### src/rtl/simon_pkg.sv
// Shared Simon game constants: select encodings, default sizes, mode LEDs.
package simon_pkg;

  localparam int WIDTH_DEF  = 4;
  localparam int DEPTH_DEF  = 64;
  localparam int ADDR_W_DEF = $clog2(DEPTH_DEF);

  typedef enum logic [1:0] {
    SEL_PLAYBACK = 2'b00,
    SEL_REPEAT   = 2'b01,
    SEL_DONE     = 2'b10,
    SEL_RSVD     = 2'b11
  } sel_e;

  localparam logic [3:0] LED_INPUT  = 4'b0001;
  localparam logic [3:0] LED_PLAY   = 4'b0010;
  localparam logic [3:0] LED_REPEAT = 4'b0100;
  localparam logic [3:0] LED_DONE   = 4'b1000;

endpackage

### src/rtl/simon_pattern_mem.sv
// Pattern store: synchronous write, two asynchronous read ports.
module simon_pattern_mem #(
  parameter int WIDTH  = 4,
  parameter int DEPTH  = 64,
  parameter int ADDR_W = 6
) (
  input  logic              clk,
  input  logic              we,
  input  logic [ADDR_W-1:0] waddr,
  input  logic [WIDTH-1:0]  wdata,
  input  logic [ADDR_W-1:0] raddr_a,
  output logic [WIDTH-1:0]  rdata_a,
  input  logic [ADDR_W-1:0] raddr_b,
  output logic [WIDTH-1:0]  rdata_b
);

  logic [WIDTH-1:0] mem [DEPTH];

  always_ff @(posedge clk) begin
    if (we) mem[waddr] <= wdata;
  end

  assign rdata_a = mem[raddr_a];
  assign rdata_b = mem[raddr_b];

endmodule

### src/rtl/simon_datapath.sv
// Simon datapath: stores, replays and checks the pattern sequence.
// Define SIMON_HISCORE_EN to add the hiscore output register.
module simon_datapath
  import simon_pkg::*;
#(
  parameter int WIDTH  = WIDTH_DEF,
  parameter int DEPTH  = DEPTH_DEF,
  parameter int ADDR_W = ADDR_W_DEF
) (
  input  logic             clk,
  input  logic             rst_n,
  input  logic             step,
  input  logic [WIDTH-1:0] pattern,
  input  logic [1:0]       select,
  input  logic             clrcount,
  input  logic             w_en,
  output logic             is_legal,
  output logic             play_gt_count,
  output logic             repeat_eq_play,
  output logic             input_eq_pattern,
  output logic [WIDTH-1:0] pattern_leds
`ifdef SIMON_HISCORE_EN
  ,
  output logic [ADDR_W:0]  hiscore
`endif
);

  logic [ADDR_W:0]  count;
  logic [ADDR_W:0]  play_cnt;
  logic [ADDR_W:0]  rep_cnt;
  logic [WIDTH-1:0] rd_play;
  logic [WIDTH-1:0] rd_rep;
  logic             full;
  logic             match;
  logic             in_rep;
  logic             play_ok;
  logic             wr;

  assign full    = (count == (ADDR_W+1)'(DEPTH));
  assign match   = (pattern == rd_rep);
  assign in_rep  = (select == SEL_REPEAT);
  assign play_ok = (play_cnt < count);

  assign is_legal         = w_en & step & $onehot(pattern) & ~full;
  assign play_gt_count    = ~play_ok;
  assign input_eq_pattern = ~(in_rep & step & ~match);
  assign repeat_eq_play   = in_rep & step & match
                          & (rep_cnt == count - 1'b1);

  // clrcount also blocks the array write so a cleared game stays clean
  assign wr = is_legal & ~clrcount;

  simon_pattern_mem #(
    .WIDTH  (WIDTH),
    .DEPTH  (DEPTH),
    .ADDR_W (ADDR_W)
  ) u_mem (
    .clk     (clk),
    .we      (wr),
    .waddr   (count[ADDR_W-1:0]),
    .wdata   (pattern),
    .raddr_a (play_cnt[ADDR_W-1:0]),
    .rdata_a (rd_play),
    .raddr_b (rep_cnt[ADDR_W-1:0]),
    .rdata_b (rd_rep)
  );

  always_comb begin
    pattern_leds = '0;
    unique case (1'b1)
      (select == SEL_PLAYBACK),
      (select == SEL_DONE):   if (play_ok) pattern_leds = rd_play;
      (select == SEL_REPEAT): pattern_leds = pattern;
      (select == SEL_RSVD):   pattern_leds = '0;
    endcase
  end

  always_ff @(posedge clk or negedge rst_n) begin
    if (!rst_n) begin
      count    <= '0;
      play_cnt <= '0;
      rep_cnt  <= '0;
    end else if (clrcount) begin
      count    <= '0;
      play_cnt <= '0;
      rep_cnt  <= '0;
    end else if (is_legal) begin
      count    <= count + 1'b1;
      play_cnt <= '0;
      rep_cnt  <= '0;
    end else begin
      unique case (1'b1)
        (select == SEL_PLAYBACK): begin
          if (play_ok) play_cnt <= play_cnt + 1'b1;
        end
        (select == SEL_REPEAT): begin
          if (repeat_eq_play) begin
            rep_cnt  <= '0;
            play_cnt <= '0;
          end else if (step && match) begin
            rep_cnt <= rep_cnt + 1'b1;
          end
        end
        (select == SEL_DONE): begin
          if (count != '0) begin
            if (play_cnt >= count - 1'b1) play_cnt <= '0;
            else play_cnt <= play_cnt + 1'b1;
          end
        end
        (select == SEL_RSVD): begin
          play_cnt <= play_cnt;
        end
      endcase
    end
  end

`ifdef SIMON_HISCORE_EN
  always_ff @(posedge clk or negedge rst_n) begin
    if (!rst_n) begin
      hiscore <= '0;
    end else if (wr && (count + 1'b1 > hiscore)) begin
      hiscore <= count + 1'b1;
    end
  end
`endif

endmodule

### config.mk
export PLATFORM = sky130hd
export DESIGN_NAME = simon_datapath
export DESIGN_NICKNAME = d
export VERILOG_FILES = /design/src/rtl/simon_pkg.sv /design/src/rtl/simon_pattern_mem.sv /design/src/rtl/simon_datapath.sv
export SDC_FILE = /design/constraint.sdc
export NUM_CORES = 1
export LEC_CHECK = 0
export CAP_MARGIN = 10
export CORE_MARGIN = 3
export CORE_UTILIZATION = 60
export DETAILED_ROUTE_END_ITERATION = 16
export PLACE_DENSITY = 0.85
export SLEW_MARGIN = 10
export SYNTH_ARGS = -nofsm -noshare
export SYNTH_HDL_FRONTEND = slang
export SYNTH_SLANG_ARGS = --single-unit
### constraint.sdc
create_clock -name clk -period 6.24 [get_ports clk]
set_input_delay 0.624 -clock clk [delete_from_list [all_inputs] [get_ports clk]]
set_output_delay 0.624 -clock clk [all_outputs]
set_load 0.05 [all_outputs]
==> impl_metrics.env <==
export IMPL_status="completed"
export IMPL_numCtsBuffers=28
export IMPL_start_util_pct=61.8
export IMPL_fmax_mhz=176
export IMPL_p_per_area_nw_per_um2=264
export IMPL_clockRootBuffer="clkbuf_16"
export IMPL_drc=0
export IMPL_nNetsFinal=900
export IMPL_final_cell_mix="edfxtp_1 (256), mux4_2 (129), nor2_1 (87)"
export IMPL_antenna_cells=0
export IMPL_routabilityCongestion=0.893
export IMPL_finalClockSkew_ns=0.0116
export IMPL_rsz0062_at_grt="no"
export IMPL_grt_remaining_overflow=0
export IMPL_cts_max_path_buffers=3
export IMPL_n_fill_cell=1444
export IMPL_cts_tree="built"
export IMPL_routedWlPerCell_um=31.6
export IMPL_postCtsHoldBufs=0
export IMPL_vias=8962
export IMPL_max_stage_delay_ns=1.00
export IMPL_dieArea_um2=25500
export IMPL_syn2layout_area_growth_pct=9.93
export IMPL_viasPerCell=7.48
export IMPL_firstDrtPassIters=6
export IMPL_crit_path_end_kind="primary output"
export IMPL_clkSinkCount=277
export IMPL_leakage_nw=4.85
export IMPL_synth_area_um2=14200
export IMPL_layout_drive_gt1_share_pct=24.4
export IMPL_synth_edff_count=256
export IMPL_min_period_ns=5.68
export IMPL_ctsResizeCount=0
export IMPL_ir_drop_uv=195
export IMPL_htree_levels=1
export IMPL_ys_ff_latch=277
export IMPL_drv_cap=0
export IMPL_dpl_hpwl_mm=23.7
export IMPL_antenna_found_initial=0
export IMPL_seq_area_frac_synth_pct=58.0
export IMPL_ant_nets=0
export IMPL_io_pins=19
export IMPL_drt_initial_drc_count=1813
export IMPL_worst_setup_path_start_kind="flop"
export IMPL_finalSetupTns_ns=0
export IMPL_clock_latency_ns=0.55
export IMPL_worst_ep_required_time_ns=5.62
export IMPL_hp_class="flop to flop"
export IMPL_grt_max_degree=68
export IMPL_cts_post_setup_buffers_inserted=0
export IMPL_synth_avg_cell_area_um2=16.5
export IMPL_syn_inst=860
export IMPL_track_usage_pct=30.2
export IMPL_synthArstFlopShare_pct=7.58
export IMPL_tightest_slew_ns=1.25
export IMPL_slew_violations=0
export IMPL_hold_viol=0
export IMPL_die_w_um=160
export IMPL_slew_headroom_pct=16.3
export IMPL_grt_pass1_wl_mm=57.8
export IMPL_crit_type="flop to primary output"
export IMPL_worstPathArrival_ns=5.06
export IMPL_slowest_stage="nor2b_1"
export IMPL_grt_pass1_vias=8951
export IMPL_die_h_um=160
export IMPL_fin_crit_sh_pct=91.0
export IMPL_coreArea_um2=22900
export IMPL_ys_flop_type="edfxtp_1"
export IMPL_synthesis_nets=896
export IMPL_yosys_cell_types_count=63
export IMPL_path_max_fanout=19
export IMPL_final_common_cell="edfxtp_1"
export IMPL_setup_viol=0
export IMPL_whs_ns=0.604
export IMPL_worstPathCellList="nor2b_1, nand2_1, a31oi_1, a32oi_1, xnor2_1, nand4_4, nor2_1, and2_1, clkdlybuf4s50_1"
export IMPL_drt_wl_total_mm=37.8
export IMPL_cts_clk_slew_worst_paths_ns=0.06
export IMPL_num_rows=55
export IMPL_portBuffers=18
export IMPL_ys_warn_count=0
-- registers in the layout, summed over array words and instances, names as in the netlist --
register / cells
rep_cnt: 7
u_mem.mem: 256
count: 7
play_cnt: 7
-- worst paths after layout --
| check | from | to | slack (ns) | cells after the start |
|---|---|---|---|---|
| setup / recovery | rep_cnt[3] | repeat_eq_play | 0.56 | 9 |
| hold / removal | rep_cnt[6] | rep_cnt[6] | 0.60 | 1 |
| setup reg to reg | rep_cnt[3] | play_cnt[2] | 2.15 | 9 |
| hold reg to reg | rep_cnt[6] | rep_cnt[6] | 0.60 | 1 |
| max in group asynchronous | rst_n | play_cnt[0] | 4.89 | 1 |
| min in group asynchronous | rst_n | play_cnt[5] | 0.63 | 1 |
-- worst max-delay path: cells and delay by family (launching register included) --
family / cells / cell delay, ns
AND/OR/NAND/NOR: 5 / 1.93
AO/OA/AOI/OAI: 2 / 0.56
XOR/XNOR: 1 / 0.30
flip-flops: 1 / 0.91
buffers and inverters: 1 / 0.79
-- where the power goes --
| group | total (W) | switching, W | internal (W) | leakage [nW] |
|---|---|---|---|---|
| registers | 0.00205 | 0.0000232 | 0.00203 | 2.59 |
| logic | 0.000248 | 0.000134 | 0.000114 | 1.79 |
| clock network | 0.00181 | 0.000712 | 0.00109 | 0.472 |
-- cells in the mapped netlist (6+ instances only) --
cell	count	area, µm²
a211o_1	10	87.6
a21oi_1	11	55.1
a221oi_1	7	61.3
a22o_1	8	70.1
a32o_1	9	90.1
and3_1	12	75.1
buf_1	11	41.3
buf_2	9	45.0
buf_6	6	67.6
clkbuf_1	30	113
dfrtp_1	21	526
edfxtp_1	256	7690
ha_1	24	300
inv_1	17	63.8
mux2_2	8	90.1
mux2i_1	28	280
mux4_2	129	2910
nand2_1	32	120
nand2b_1	9	56.3
nand3_1	15	75.1
nor2_1	87	327
nor2b_1	11	68.8
o21ai_0	16	80.1
o221ai_1	10	87.6
xnor2_1	15	131
-- per-layer routing --
layer	vias to the layer above	share of wire, %	GRT usage [%]
li1	3519	-	-
met1	4446	34	41.5
met2	828	45	45.1
met3	169	15	8.85
met4	0	5.8	14.3
met5	-	0	0
-- through the flow --
step	utilization (%)	instances	power, W	setup slack, ns	cell area, µm²
after detailed placement	63.6	1147	0.00234	1.35	14600
final	67.9	1198	0.00411	0.560	15600
after CTS	67.9	1198	0.00411	0.641	15600
after global routing	67.9	1198	0.00421	0.420	15600
after global placement	63.6	1147	0.00233	1.42	14600
after floorplan	-	860	0.00224	2.30	14200
-- logic make-up (layout without fill, tap and decap cells) --
kind of cell	count (synthesis)	after routing	share of synthesized area (%)
AO/OA/AOI/OAI	94	94	5.11
XOR/XNOR	20	20	1.58
multiplexers	167	167	23.3
adder cells (fa/ha/maj)	25	25	2.26
buffers and inverters	78	103	2.60
flip-flops	277	277	58.0
AND/OR/NAND/NOR	199	199	7.19
-- cell type report --
| class | instances | area, µm² | area share, % |
|---|---|---|---|
| timing repair buffer | 33 | 310 | 1.99 |
| sequential | 277 | 8220 | 52.8 |
| multi-input combinational | 505 | 5580 | 35.9 |
| inverter | 19 | 71.3 | 0.458 |
| clock buffer | 32 | 737 | 4.73 |
| tap | 313 | 392 | 2.52 |
| clock inverter | 19 | 254 | 1.63 |
(Power assumes the default switching activity.)
==> RTL change 1, RTL diff (config.mk and constraints unchanged) <==
Put a register stage on the outputs `play_gt_count` and `input_eq_pattern`, without a reset. The values now appear one clock later. The other outputs are not delayed to match.
--- a/src/rtl/simon_datapath.sv
+++ b/src/rtl/simon_datapath.sv
@@ -43,6 +43,8 @@
 
   assign is_legal         = w_en & step & $onehot(pattern) & ~full;
-  assign play_gt_count    = ~play_ok;
-  assign input_eq_pattern = ~(in_rep & step & ~match);
+  always_ff @(posedge clk) begin
+    play_gt_count    <= ~play_ok;
+    input_eq_pattern <= ~(in_rep & step & ~match);
+  end
   assign repeat_eq_play   = in_rep & step & match
                           & (rep_cnt == count - 1'b1);
Check against the original RTL: not equivalent (Yosys sat finds a counterexample within 4 cycles, from zero or initial values and one cycle with rst_n low).
==> RTL change 1 against the unedited design <==
- global-route usage down 1.0 points
- sequential cell count rose by 2
- via count is 1.2% lower
- final area grew 0.59%
- synthesized cell count shrank 0.12%
- power up 2.2%
- maximum frequency grew 1.1%
- area after synthesis rose by 0.11%
- largest cell class unchanged
- setup slack improved by 60 ps
- wire length fell by 2.1%
- critical endpoint unchanged
- final cell count rose by 0.42%
- critical path depth did not move
- worst hold slack worse by 5.1 ps
- count of clock-buffer cells in the layout grew 2
==> RTL change 1: results (changes against the unedited design) <==
{| class="wikitable"
! Metric !! Value
|-
| Highest routed metal layer || met5
|-
| Global routing usage summed across all routing layers || 29.1% (-1.0 points)
|-
| Met1 Use GR || 39.5% (-2.0 points)
|-
| Proportion of register bits with asynchronous set or reset after synthesis || 7.53% (-0.054 points)
|-
| Largest register FFs || 256 (unchanged)
|-
| Max rail drop VDD || 0.257 mV (+31%)
|-
| Leakage || 4.89 nW (+1.0%)
|-
| Relative slew slack || 14.3% (-2.0 points)
|-
| Number of global-route vias before repair || 8842 (-1.2%)
|-
| Post-detailed-route via-to-cell ratio || 7.36 (-1.6%)
|-
| Arr. time, crit path || 5000 ps (-60 ps)
|-
| Share of layout cells above drive strength 1 || 24.6% (+0.20 points)
|-
| Portion of the post-synthesis area used by sequential elements || 58.2% (+0.22 points)
|-
| Number of library cell types mapped by synthesis || 60 (-4.8%)
|-
| Area of combinational cells with multiple inputs || 0.00558 mm^2 (about the same)
|-
| FILL cells || 1450 (+0.42%)
|-
| Number of clock buffers in the layout || 34 (+6.3%)
|-
| Most used standard cells in the synthesized netlist || 256 x edfxtp_1, 129 x mux4_2, 86 x nor2_1
|-
| Clock buffers and inverters, area share || 6.63% (+0.27 points)
|-
| Number of non-clock inverters || 18 (-1)
|-
| Number of sequential cells in the layout || 279 (+0.72%)
|-
| Global-route wire length before repair || 55700 um (-3.6%)
|-
| M2 GR Usage || 46.5% (+1.4 points)
|-
| Non-clock buffering overhead in the final layout || 2.06% (+0.068 points)
|-
| Delay of the slowest cell on the worst path || 1080 ps (+80 ps)
|-
| Syn Nets || 895 (-0.11%)
|-
| Initial drt markers || 1431 (-21%)
|-
| First-pass DRT Iterations || 7 (+1)
|-
| Run status || finished, final reports clean
|-
| Final HPWL from detailed placement || 23900 um (+0.78%)
|-
| Met3 routed wirelength || 4730 um (-14%)
|-
| Wl on met1 || 12600 um (-3.6%)
|-
| Depth of the worst hold-timing path || 1 (unchanged)
|-
| Layout buffer count excluding clock buffers || 38 (+15%)
|-
| Critical R2R Launch || rep_cnt[3]
|-
| Clock Skew || 8.92 ps (-2.70 ps)
|-
| Clock tree buffer depth || 3 (unchanged)
|-
| Routed wl met2 || 17600 um (+2.8%)
|-
| Number of combinational gates with multiple inputs || 504 (-0.20%)
|-
| Gp weighted congestion || 0.898 (+0.52%)
|-
| Detailed Route WL || 37000 um (-2.1%)
|-
| Sequential standard cell area || 0.00826 mm^2 (+0.49%)
|-
| Layout Nets || 905 (+0.56%)
|-
| Register-to-register setup slack || 2130 ps (-20 ps)
|-
| Met3 track utilization from global routing || 6.51% (-2.3 points)
|-
| Worst hold margin || 599 ps (-5.11 ps)
|}
[RTL change 1: logic make-up after synthesis]
kind of cell / count (synthesis) / synth area share, %
simple gates: 197 / 7.20
compound gates: 96 / 5.17
flops: 279 / 58.2
mux: 167 / 23.3
fa+ha+maj: 25 / 2.26
xor+xnor: 19 / 1.46
buf+inv: 76 / 2.45
[RTL change 1: through the flow]
stage / power, mW / utilization, % / cells / setup slack, ps / cell area [um^2]
6_report: 4.19 / 68.4 / 1203 / 621 / 15700
5_1_grt: 4.29 / 68.4 / 1203 / 501 / 15700
4_1_cts: 4.21 / 68.4 / 1203 / 782 / 15700
3_5_place_dp: 2.35 / 63.8 / 1152 / 1310 / 14600
3_3_place_gp: 2.34 / 63.8 / 1152 / 1300 / 14600
2_1_floorplan: 2.26 / - / 859 / 2200 / 14200
[RTL change 1: power breakdown]
part / total [mW] / internal, mW / switching, mW
clock network: 1.88 / 1.18 / 0.706
registers: 2.07 / 2.04 / 0.0278
logic: 0.239 / 0.112 / 0.127
==> RTL change 2, RTL diff (config.mk and constraints unchanged) <==
Without the edit above. The package constant `DEPTH_DEF` goes from 64 to 32.
--- a/src/rtl/simon_pkg.sv
+++ b/src/rtl/simon_pkg.sv
@@ -3,5 +3,5 @@
 
   localparam int WIDTH_DEF  = 4;
-  localparam int DEPTH_DEF  = 64;
+  localparam int DEPTH_DEF  = 32;
   localparam int ADDR_W_DEF = $clog2(DEPTH_DEF);
 
Behaviour: same outputs for any inputs over 4 cycles, from zero or initial values and one cycle with rst_n low; that may be too few to reach the edited logic, so the function may still have changed.
==> RTL change 2 against the unedited design <==
- setup slack improved by 230 ps
- area after synthesis decreased by 45%
- sequential share of layout area decreased by 3.4 points
- power decreased by 44%
- final area decreased by 44%
- wire length decreased by 48%
- register-to-register slack got worse by 210 ps
- sequential cell count decreased by 131
- highest routed layer unchanged
==> RTL change 2: results (changes against the unedited design) <==
{| class="wikitable"
! Metric !! Value
|-
| Run status || finished, final reports clean
|-
| Arr. time, crit path || 4830 ps (-230 ps)
|-
| Number of sequential cells in the layout || 146 (-47%)
|-
| Most used standard cells in the synthesized netlist || 128 x edfxtp_1, 58 x mux2i_1, 46 x mux4_2, 46 x nor2_1, 30 x nand2_1
|-
| Largest net degree at the start of global routing || 64 (-5.9%)
|-
| FILL cells || 864 (-40%)
|-
| Number of global-route vias before repair || 5368 (-40%)
|-
| Global-route wire length before repair || 30400 um (-47%)
|-
| Number of clock buffers in the layout || 19 (-41%)
|-
| Post-detailed-route via-to-cell ratio || 6.96 (-6.9%)
|-
| Syn Nets || 595 (-34%)
|-
| Share of layout cells above drive strength 1 || 15.1% (-9.3 points)
|-
| Final Non-Filler Cells || 754 (-37%)
|-
| Worst hold margin || 586 ps (-17.7 ps)
|-
| Sequential standard cell area || 0.00430 mm^2 (-48%)
|-
| Register-to-register setup slack || 1940 ps (-210 ps)
|-
| Non-clock buffering overhead in the final layout || 2.59% (+0.59 points)
|-
| Worst setup slack after placement || 1330 ps (-19.6 ps)
|-
| Post-Syn Area || 0.00781 mm^2 (-45%)
|-
| Maximum clock frequency || 183 MHz (+4.2%)
|-
| Clock latency on the worst-skew pair || 430 ps (-120 ps)
|-
| Number of combinational gates with multiple inputs || 366 (-28%)
|-
| Proportion of register bits with asynchronous set or reset after synthesis || 12.3% (+4.7 points)
|-
| Portion of the post-synthesis area used by sequential elements || 55.0% (-3.0 points)
|-
| Endpoint of the worst hold-timing path || rep_cnt[5]
|-
| Top cells by area in the synthesized netlist || edfxtp_1 49%, mux4_2 13%, mux2i_1 7.4%
|-
| Number of clock buffers inserted by TritonCTS || 17 (-39%)
|-
| Largest register FFs || 128 (-50%)
|-
| First-pass DRT Iterations || 5 (-1)
|-
| Startpoint of the worst hold path || rep_cnt[5]
|}
-- RTL change 2: cell count changes after synthesis, sizes merged, moves of 9 or more --
| cell | delta |
|---|---|
| o221ai | -9 |
| edfxtp | -128 |
| clkbuf | -20 |
| and3 | -11 |
| mux4 | -83 |
| nor2 | -40 |
| a211o | -9 |
| mux2 | -10 |
| a22oi | +19 |
| mux2i | +30 |
-- RTL change 2: power groups by stage --
stage / sequential, mW / clock (mW) / combinational, mW
after CTS: 1.07 / 1.06 / 0.168
after global placement: 1.09 / 0 / 0.163
after global routing: 1.08 / 1.11 / 0.181
final: 1.07 / 1.06 / 0.169
after floorplan: 1.09 / 0 / 0.112
after detailed placement: 1.09 / 0 / 0.166
-- RTL change 2: routing by layer --
layer | vias up | track usage, % | wire length, um
li1 | 2196 | - | -
met4 | 0 | 14.7 | 901
met2 | 385 | 43.6 | 9170
met1 | 2587 | 37.5 | 7150
met3 | 82 | 8.62 | 2320
met5 | - | 0 | 0
